===== src/rtl/tx_arbiter_if.sv =====
// Requester/engine-side signal bundle for the UART transmit arbiter.
// slave = arbiter view, master = producers + transmit engine view.
interface tx_arbiter_if;
  logic [3:0]  req;
  logic [31:0] data;
  logic [3:0]  ack;
  logic [7:0]  out_port;
  logic        load;
  logic        txrdy;
  logic [1:0]  grant_id;
  logic        busy;
  logic        err;
  logic        clr_err;

  modport slave (
    input  req, data, txrdy, clr_err,
    output ack, out_port, load, grant_id, busy, err
  );

  modport master (
    output req, data, txrdy, clr_err,
    input  ack, out_port, load, grant_id, busy, err
  );
endinterface


===== src/rtl/tx_arbiter.sv =====
// Round-robin scheduler sharing one UART transmit engine between four byte
// requesters; grants one byte per engine completion and flags a hung engine.
module tx_arbiter #(
  parameter int unsigned TIMEOUT = 4000000,
  parameter int unsigned TO_W    = 22
) (
  input  logic        clk_i,
  input  logic        rst_i,
  tx_arbiter_if.slave bus_io
);

  typedef enum logic [1:0] {ST_IDLE, ST_SEND, ST_WAIT} state_e;

  state_e          state_q, state_d;
  logic [1:0]      last_q, last_d;
  logic [1:0]      grant_q, grant_d;
  logic [7:0]      out_q, out_d;
  logic            load_q, load_d;
  logic [3:0]      ack_q, ack_d;
  logic            busy_q, busy_d;
  logic            err_q, err_d;
  logic            eng_free_q, eng_free_d;
  logic            txrdy_q;
  logic [TO_W-1:0] cnt_q, cnt_d;

  logic [1:0]      winner;
  logic [1:0]      idx;
  logic            found;
  logic            rise;

  assign rise = bus_io.txrdy & ~txrdy_q;

  // First pending requester after the last winner, wrapping back to it last.
  always_comb begin
    winner = last_q;
    found  = 1'b0;
    idx    = '0;
    for (int k = 1; k <= 4; k++) begin
      idx = last_q + 2'(k);
      if (!found && bus_io.req[idx]) begin
        found  = 1'b1;
        winner = idx;
      end
    end
  end

  always_comb begin
    state_d    = state_q;
    last_d     = last_q;
    grant_d    = grant_q;
    out_d      = out_q;
    load_d     = 1'b0;
    ack_d      = 4'b0000;
    eng_free_d = eng_free_q;
    cnt_d      = cnt_q;
    err_d      = bus_io.clr_err ? 1'b0 : err_q;

    case (state_q)
      ST_IDLE: begin
        if (eng_free_q && found) begin
          state_d = ST_SEND;
          out_d   = bus_io.data[{winner, 3'b000} +: 8];
          grant_d = winner;
          last_d  = winner;
          load_d  = 1'b1;
          ack_d   = 4'b0001 << winner;
        end
      end
      ST_SEND: begin
        eng_free_d = 1'b0;
        cnt_d      = '0;
        state_d    = ST_WAIT;
      end
      ST_WAIT: begin
        cnt_d = cnt_q + TO_W'(1);
        // A completion edge beats a simultaneous timeout.
        if (rise) begin
          eng_free_d = 1'b1;
          state_d    = ST_IDLE;
        end else if (cnt_q == TO_W'(TIMEOUT)) begin
          err_d      = 1'b1;
          eng_free_d = 1'b1;
          state_d    = ST_IDLE;
        end
      end
      default: state_d = ST_IDLE;
    endcase

    busy_d = (state_d != ST_IDLE);
  end

  always_ff @(posedge clk_i or posedge rst_i) begin
    if (rst_i) begin
      state_q    <= ST_IDLE;
      last_q     <= 2'd3;
      grant_q    <= 2'd0;
      out_q      <= 8'h00;
      load_q     <= 1'b0;
      ack_q      <= 4'b0000;
      busy_q     <= 1'b0;
      err_q      <= 1'b0;
      eng_free_q <= 1'b1;
      txrdy_q    <= 1'b0;
      cnt_q      <= '0;
    end else begin
      state_q    <= state_d;
      last_q     <= last_d;
      grant_q    <= grant_d;
      out_q      <= out_d;
      load_q     <= load_d;
      ack_q      <= ack_d;
      busy_q     <= busy_d;
      err_q      <= err_d;
      eng_free_q <= eng_free_d;
      txrdy_q    <= bus_io.txrdy;
      cnt_q      <= cnt_d;
    end
  end

  assign bus_io.out_port = out_q;
  assign bus_io.load     = load_q;
  assign bus_io.ack      = ack_q;
  assign bus_io.grant_id = grant_q;
  assign bus_io.busy     = busy_q;
  assign bus_io.err      = err_q;

endmodule


===== src/flat_wrapper.sv =====
// flat-port wrapper written by rule: the top's interface ports become plain ports
module tx_arbiter_flat 
#(
  parameter int unsigned TIMEOUT = 4000000,
  parameter int unsigned TO_W    = 22
)
  (clk_i, rst_i, bus_io_req, bus_io_data, bus_io_txrdy, bus_io_clr_err, bus_io_ack, bus_io_out_port, bus_io_load, bus_io_grant_id, bus_io_busy, bus_io_err);
  tx_arbiter_if bus_io_i ();
  input  logic clk_i;
  input  logic rst_i;
  input wire logic [$bits(bus_io_i.req)-1:0] bus_io_req;
  input wire logic [$bits(bus_io_i.data)-1:0] bus_io_data;
  input wire logic [$bits(bus_io_i.txrdy)-1:0] bus_io_txrdy;
  input wire logic [$bits(bus_io_i.clr_err)-1:0] bus_io_clr_err;
  output wire logic [$bits(bus_io_i.ack)-1:0] bus_io_ack;
  output wire logic [$bits(bus_io_i.out_port)-1:0] bus_io_out_port;
  output wire logic [$bits(bus_io_i.load)-1:0] bus_io_load;
  output wire logic [$bits(bus_io_i.grant_id)-1:0] bus_io_grant_id;
  output wire logic [$bits(bus_io_i.busy)-1:0] bus_io_busy;
  output wire logic [$bits(bus_io_i.err)-1:0] bus_io_err;
  assign bus_io_i.req = bus_io_req;
  assign bus_io_i.data = bus_io_data;
  assign bus_io_i.txrdy = bus_io_txrdy;
  assign bus_io_i.clr_err = bus_io_clr_err;
  assign bus_io_ack = bus_io_i.ack;
  assign bus_io_out_port = bus_io_i.out_port;
  assign bus_io_load = bus_io_i.load;
  assign bus_io_grant_id = bus_io_i.grant_id;
  assign bus_io_busy = bus_io_i.busy;
  assign bus_io_err = bus_io_i.err;
  tx_arbiter #(.TIMEOUT(TIMEOUT), .TO_W(TO_W)) u_core (.clk_i(clk_i), .rst_i(rst_i), .bus_io(bus_io_i));
endmodule

===== config.mk =====
export PLATFORM = sky130hd
export DESIGN_NAME = tx_arbiter_flat
export DESIGN_NICKNAME = d
export VERILOG_FILES = /design/src/rtl/tx_arbiter_if.sv /design/src/rtl/tx_arbiter.sv /design/src/flat_wrapper.sv
export SDC_FILE = /design/constraint.sdc
export NUM_CORES = 1
export LEC_CHECK = 0
export CORE_MARGIN = 3
export CORE_UTILIZATION = 40
export DETAILED_ROUTE_END_ITERATION = 7
export GPL_TIMING_DRIVEN = 0
export PLACE_DENSITY = 0.66
export SETUP_SLACK_MARGIN = 0.02
export SLEW_MARGIN = 0
export SYNTH_ARGS = -nofsm -noshare
export SYNTH_HDL_FRONTEND = slang
export SYNTH_SLANG_ARGS = --single-unit

===== constraint.sdc =====
create_clock -name clk_i -period 2.47 [get_ports clk_i]
set_input_delay 0.494 -clock clk_i [delete_from_list [all_inputs] [get_ports clk_i]]
set_output_delay 0.494 -clock clk_i [all_outputs]
set_load 0.02 [all_outputs]

==> key figures, run 1 <==
Die
  – Row count: 27
  – Die width: 82.7 µm
  – Io pins: 57
  – Die area: 0.00685 mm²
  – Die H: 82.7 µm
  – Starting Density: 42.0%
  – Core Box Area: 0.00561 mm²

Setup path
  – Crit-path max FO: 9
  – Critical Path AT: 2470 ps
  – Critical Path Slowest Stage Cell: or4_4
  – Critical path cell sequence: inv_1, ha_1, clkbuf_4, nand2_1, or4_4, buf_6, nor4_4, xnor2_1, nor2_1
  – Worst Path Required: 2640 ps
  – CP Class: flop to flop
  – Crit. End Element: flop
  – Critical Path Start Type: flop
  – Setup slack, reg-to-reg: 160 ps
  – Largest stage delay on the critical path: 520 ps

Power and ir drop
  – Max VDD drop: 0.000613 V
  – Leakage: 0.00130 µW
  – Final Power: 2640 µW
  – Pwr Density: 844 mW/mm²

Global route
  – Vias in the first global route: 1975
  – Global-route wire length before repair: 9180 µm
  – Antenna violations before repair: 0
  – Largest net degree at the start of global routing: 42
  – Gr usage total: 17.6%
  – Grt ovf: 0

STA
  – Worst slew margin: 60.1%
  – Post-layout minimum cycle time: 2310 ps
  – Least-Margin Pin Slew: 596 ps
  – Fmax: 433 MHz
  – RSZ-0062 raised after global routing: no
  – Final period util: 93.5%
  – Final count of negative-setup-slack endpoints: 0
  – Fin. Hold Viols: 0
  – Worst clock skew: 5.17 ps
  – Fin Setup TNS: 0 ps
  – Final Slew Violations: 0

Synth
  – Synth Instances: 252
  – Synth area leaders: dfrtp_1 45%, nor2_1 5.3%, xor2_1 3.7%
  – EDFF count, synth: 0
  – Fraction of registers with async set/reset: 100%
  – Top_reg_cell synth: dfrtp_1
  – Sequential fraction of the synthesis area: 48.0%
  – Mean Syn Cell Area: 9.35 µm²
  – Synth Warn #: 0
  – #FFs+latches synth: 45
  – Area share of the largest cell type after synthesis: 44.6%
  – Cell Area, Synth: 0.00236 mm²
  – Syn_nets: 298
  – Post-synthesis cell type count: 44
  – Synth area leader: dfrtp_1

Place
  – PortBufs: 56
  – Gpl congestion: 0.741
  – Hpwl dp: 4190 µm

Clocking
  – Postcts setup bufs: 0
  – Clock latency on the worst-skew pair: 300 ps
  – CTS tree: done
  – H-tree Lvls: 2
  – CTS Buf Count: 5
  – # clock sinks: 45
  – CTS root buf: clkbuf_8
  – Clk buf depth: 2
  – Clock transition at the registers of the reported paths: 80 ps

Detailed routing
  – Antenna-violating nets left: 0
  – Drc violations: 0
  – Drt pass-1 iters: 4
  – Routed wire per std cell: 14.9 µm
  – Vias per cell: 5.32
  – WL final: 5790 µm
  – DR vias: 2071
  – Detailed Route Iter0 Violations: 74

Cells and area
  – Antenna Cells: 0
  – Final Core Density: 55.8%
  – FILL cells: 526
  – Final #Nets: 362
  – Share of cells above drive strength 1: 8.20%
  – P&R area growth vs syn: 32.8%

Flow run
  – Maxcap violations: 0

Worst hold path
  – Worst Hold Class: input port to asynchronous set/reset pin

Run status
  – Status: finished clean
where the power goes:
group | switching, µW | total, µW | internal [µW]
clock network | 243 | 472 | 228
registers | 93.7 | 1000 | 907
logic | 695 | 1170 | 474
total | 1030 | 2640 | 1610
worst max-delay path: cells and delay by family, from the launching register on:
family	cells	cell delay [ps]
simple gates	4	910
buf+inv	3	410
flops	1	430
xor+xnor	1	150
fa+ha+maj	1	270
logic make-up (layout without fill, tap and decap cells):
group                    count (synthesis)  count (layout)  synth area share [%]
adder cells (fa/ha/maj)                  6               6                  3.19
AO/OA/AOI/OAI                           60              60                  16.1
XOR/XNOR                                14              14                  5.20
flip-flops                              45              45                  48.0
AND/OR/NAND/NOR                        104             104                  23.3
buffers and inverters                   23              88                  4.30
sequential cells by signal (all words and copies together) (netlist names):
register,flops
u_core.cnt_q,22
u_core.bus_io.busy,1
u_core.txrdy_q,1
u_core.bus_io.grant_id,2
u_core.bus_io.load,1
u_core.bus_io.err,1
u_core.bus_io.out_port,8
u_core.bus_io.ack,4
u_core.eng_free_q,1
u_core.last_q,2
u_core.state_q,2
per-stage QoR:
step / cells / worst slack, ps / instance area [µm²] / hold slack (ps)
detailed placement: 381 / -158 / 3030 / 490
global placement: 380 / -114 / 3010 / 485
global route: 389 / 31.0 / 3130 / 395
floorplan: 252 / 299 / 2360 / 473
finish: 389 / 161 / 3130 / 388
CTS: 389 / 90.7 / 3120 / 387
final cells by class:
class / instances / area, µm² / share of cell area [%]
clock buffer: 8 / 90.1 / 2.88
timing repair buffer: 57 / 581 / 18.6
sequential: 45 / 1130 / 36.2
buffer: 10 / 56.3 / 1.80
inverter: 13 / 48.8 / 1.56
multi-input combinational: 184 / 1130 / 36.2
tap: 72 / 90.1 / 2.88
Yosys cell counts, types with 3 or more instances:
cell / instances
dfrtp_1: 42
nor2_1: 33
nand2_1: 19
a21oi_1: 17
o21ai_0: 17
inv_1: 13
and2_1: 10
nand3_1: 10
xor2_1: 10
a211oi_1: 8
a221oi_1: 8
ha_1: 6
nand4_1: 5
nor3_1: 5
clkbuf_1: 4
xnor2_1: 4
and3_1: 3
buf_2: 3
dfstp_2: 3
nor2b_1: 3
or3_1: 3
worst paths after layout:
path / start / end / depth (start not counted)
max reg2reg: u_core.state_q[1]$_DFF_PP0_ / u_core.cnt_q[21]$_DFFE_PP0P_ / 9
max in group asynchronous: rst_i / u_core.eng_free_q$_DFFE_PP1P_ / 3
min reg2reg: u_core.eng_free_q$_DFFE_PP1P_ / u_core.eng_free_q$_DFFE_PP1P_ / 2
min in group clk_i: u_core.eng_free_q$_DFFE_PP1P_ / u_core.eng_free_q$_DFFE_PP1P_ / 2
max: u_core.state_q[1]$_DFF_PP0_ / u_core.cnt_q[21]$_DFFE_PP0P_ / 9
min: rst_i / u_core.bus_io.out_port[7]$_DFFE_PP0P_ / 2
layer usage:
metal  GRT usage [%]  share of wire [%]  vias up
met5               0                  0        -
met4            6.86                1.9        0
met3            4.66                7.3       10
met2            27.9                 45       56
met1            23.0                 45      994
li1                -                  -     1011
what timing repair did:
| action | 4_1_cts | 5_1_grt |
|---|---|---|
| hold buffers | 0 | 0 |
| gates resized for setup | 1 | 4 |
| gates cloned | 0 | 0 |
| setup endpoints to repair | 1 | 8 |
| pin swaps | 0 | 0 |
cell usage in the layout (no fill, tap or decap), types with 6 or more instances in the layout:
master and instances:
ha_1 6, clkdlybuf4s50_1 56, xor2_1 10, clkbuf_8 6, o21ai_0 17, nor2_1 33, a21oi_1 17, a221oi_1 8
inv_1 12, dfrtp_1 41, nand3_1 10, a211oi_1 8, and2_1 10, nand2_1 19
(Power assumes the default switching activity.)
==> inputs of run 2 (changes only) <==
--- a/config.mk
+++ b/config.mk
@@ -5,10 +5,10 @@
 export SDC_FILE = /design/constraint.sdc
 export NUM_CORES = 1
 export LEC_CHECK = 0
+export CAP_MARGIN = 15
 export CORE_MARGIN = 3
 export CORE_UTILIZATION = 40
 export DETAILED_ROUTE_END_ITERATION = 7
-export GPL_TIMING_DRIVEN = 0
 export PLACE_DENSITY = 0.66
 export SETUP_SLACK_MARGIN = 0.02
 export SLEW_MARGIN = 0
==> run 2 against run 1 <==
  * Clock power rose by 22%
  * Clock-buffer cell count fell by 1
  * Core utilization is 0.45 points higher
  * Die area stayed put
  * Register-to-register slack better by 180 ps
  * Final cell count unchanged
  * Non-clock buffer count stayed put
  * Highest routed layer unchanged
  * Sequential share of layout area is 0.33 points lower
  * Global-route usage increased by 0.14 points
  * Largest cell class unchanged
==> key figures, run 2 (synthesized netlist as in run 1, its figures left out) <==
Run status
  – Status: finished clean

Setup path
  – R2R cell count: 7
  – Crit-path max FO: 10
  – Critical Path Start Type: input port
  – CP Class: input port to flop
  – Worst Path Required: 2670 ps
  – Crit. End Element: flop
  – Critical Path AT: 2330 ps

Worst hold path
  – Hold Path Stages: 2
  – Worst Hold Class: flop to flop

Power and ir drop
  – Leakage: 0.00133 µW
  – Pwr Density: 875 mW/mm²
  – Max VDD drop: 0.000597 V

Cells and area
  – Antenna Cells: 0
  – Share of cells above drive strength 1: 9.15%
  – Final Instance Count excl. Fillers: 389
  – Register bank with the most flops: u_core.cnt_q
  – Multi-input logic area: 0.00112 mm²
  – Commonest non-fill, non-tap cell in the layout: clkdlybuf4s50_1
  – FILL cells: 516
  – Most frequent cells in the layout: 56 x clkdlybuf4s50_1, 42 x dfrtp_1, 33 x nor2_1
  – P&R area growth vs syn: 33.8%
  – Register area: 0.00113 mm²
  – Largest register FFs: 22
  – Final #Nets: 362

Global route
  – Gr usage total: 17.8%
  – Grt ovf: 0
  – Global-route wire length before repair: 9270 µm
  – Largest net degree at the start of global routing: 46
  – Vias in the first global route: 2016
  – Antenna violations before repair: 0

Detailed routing
  – Routed wire per std cell: 14.4 µm
  – Detailed Route Iter0 Violations: 64
  – Vias per cell: 5.16
  – Metal3 WL: 356 µm
  – Met2 wire length: 2650 µm
  – DR vias: 2007
  – Met1 Wirelength: 2520 µm
  – Top sig layer: met4
  – WL final: 5610 µm
  – Drc violations: 0
  – Antenna-violating nets left: 0
  – Drt pass-1 iters: 4

Die
  – Core Box Area: 0.00561 mm²
  – Starting Density: 42.0%
  – Die width: 82.7 µm
  – Row count: 27
  – Io pins: 57
  – Die H: 82.7 µm
  – Die area: 0.00685 mm²

Clocking
  – H-tree Lvls: 2
  – Post-CTS Resized: 0
  – # clock sinks: 45
  – CTS tree: done
  – Clk buf depth: 2
  – CTS Buf Count: 5
  – Clock transition at the registers of the reported paths: 80 ps
  – Postcts setup bufs: 0
  – CTS root buf: clkbuf_8
  – # hold bufs at CTS: 0
  – Clock latency on the worst-skew pair: 300 ps

STA
  – RSZ-0062 raised after global routing: no
  – Worst clock skew: 7.00 ps
  – Final count of negative-setup-slack endpoints: 0
  – Final Slew Violations: 0
  – Least-Margin Pin Slew: 580 ps
  – Fin. Hold Viols: 0
  – Final period util: 86.0%
  – Fin Setup TNS: 0 ps
  – Fmax: 471 MHz
  – Worst slew margin: 61.3%
  – Post-layout minimum cycle time: 2120 ps

Place
  – Placed cell count: 381
  – PortBufs: 56
  – Gpl congestion: 0.806
  – Hpwl dp: 4090 µm

Flow run
  – Maxcap violations: 0
run 2: changes by cell type in the layout (fill, tap and decap cells not counted), sizes merged:
cell | previous run | this run
buf | 6 | 11
bufinv | 0 | 1
clkbuf | 13 | 7
run 2: cell type report:
cell class	instances	share of cell area (%)
sequential	45	35.8
multi-input combinational	184	35.7
timing repair buffer	67	20.4
tap	72	2.86
clock buffer	7	2.74
clock inverter	1	0.952
inverter	13	1.55
run 2: metrics by stage:
| step | hold slack (ps) | total power [µW] | setup slack (ps) | cell area (µm²) | util [%] |
|---|---|---|---|---|---|
| final | 505 | 2760 | 346 | 3150 | 56.2 |
| after global routing | 538 | 2970 | 208 | 3150 | 56.2 |
| after global placement | 497 | 2200 | 100 | 3040 | 54.1 |
| after floorplan | 473 | 1700 | 299 | 2360 | - |
| after CTS | 510 | 2800 | 336 | 3150 | 56.2 |
| after detailed placement | 497 | 2210 | 29.3 | 3040 | 54.1 |
run 2: path summary, 6_finish.rpt:
path	startpoint	end	slack [ps]
max	bus_io_req[3]	u_core.bus_io.out_port[7]$_DFFE_PP0P_	350
min	u_core.eng_free_q$_DFFE_PP1P_	u_core.eng_free_q$_DFFE_PP1P_	510
max reg2reg	u_core.state_q[0]$_DFF_PP0_	u_core.cnt_q[21]$_DFFE_PP0P_	350
min reg2reg	u_core.eng_free_q$_DFFE_PP1P_	u_core.eng_free_q$_DFFE_PP1P_	510
max in group asynchronous	rst_i	u_core.cnt_q[11]$_DFFE_PP0P_	1420
min in group asynchronous	rst_i	u_core.bus_io.out_port[2]$_DFFE_PP0P_	650
run 2: worst max-delay path, cell delays in order:
cell and delay, ps:
clkdlybuf4s50_1 460, o41a_1 490, and2_1 230, a21bo_2 330, a221oi_1 70, a211oi_1 240
run 2: routing by layer:
| metal | vias up | track usage [%] |
|---|---|---|
| met5 | - | 0 |
| met4 | 0 | 6.21 |
| met3 | 6 | 4.56 |
| met2 | 47 | 29.2 |
| met1 | 941 | 22.6 |
| li1 | 1013 | - |
run 2: power by group:
| part | internal, µW | switching [µW] | total, µW |
|---|---|---|---|
| Clock | 330 | 248 | 578 |
| Sequential | 905 | 93.5 | 999 |
| Combinational | 511 | 671 | 1180 |
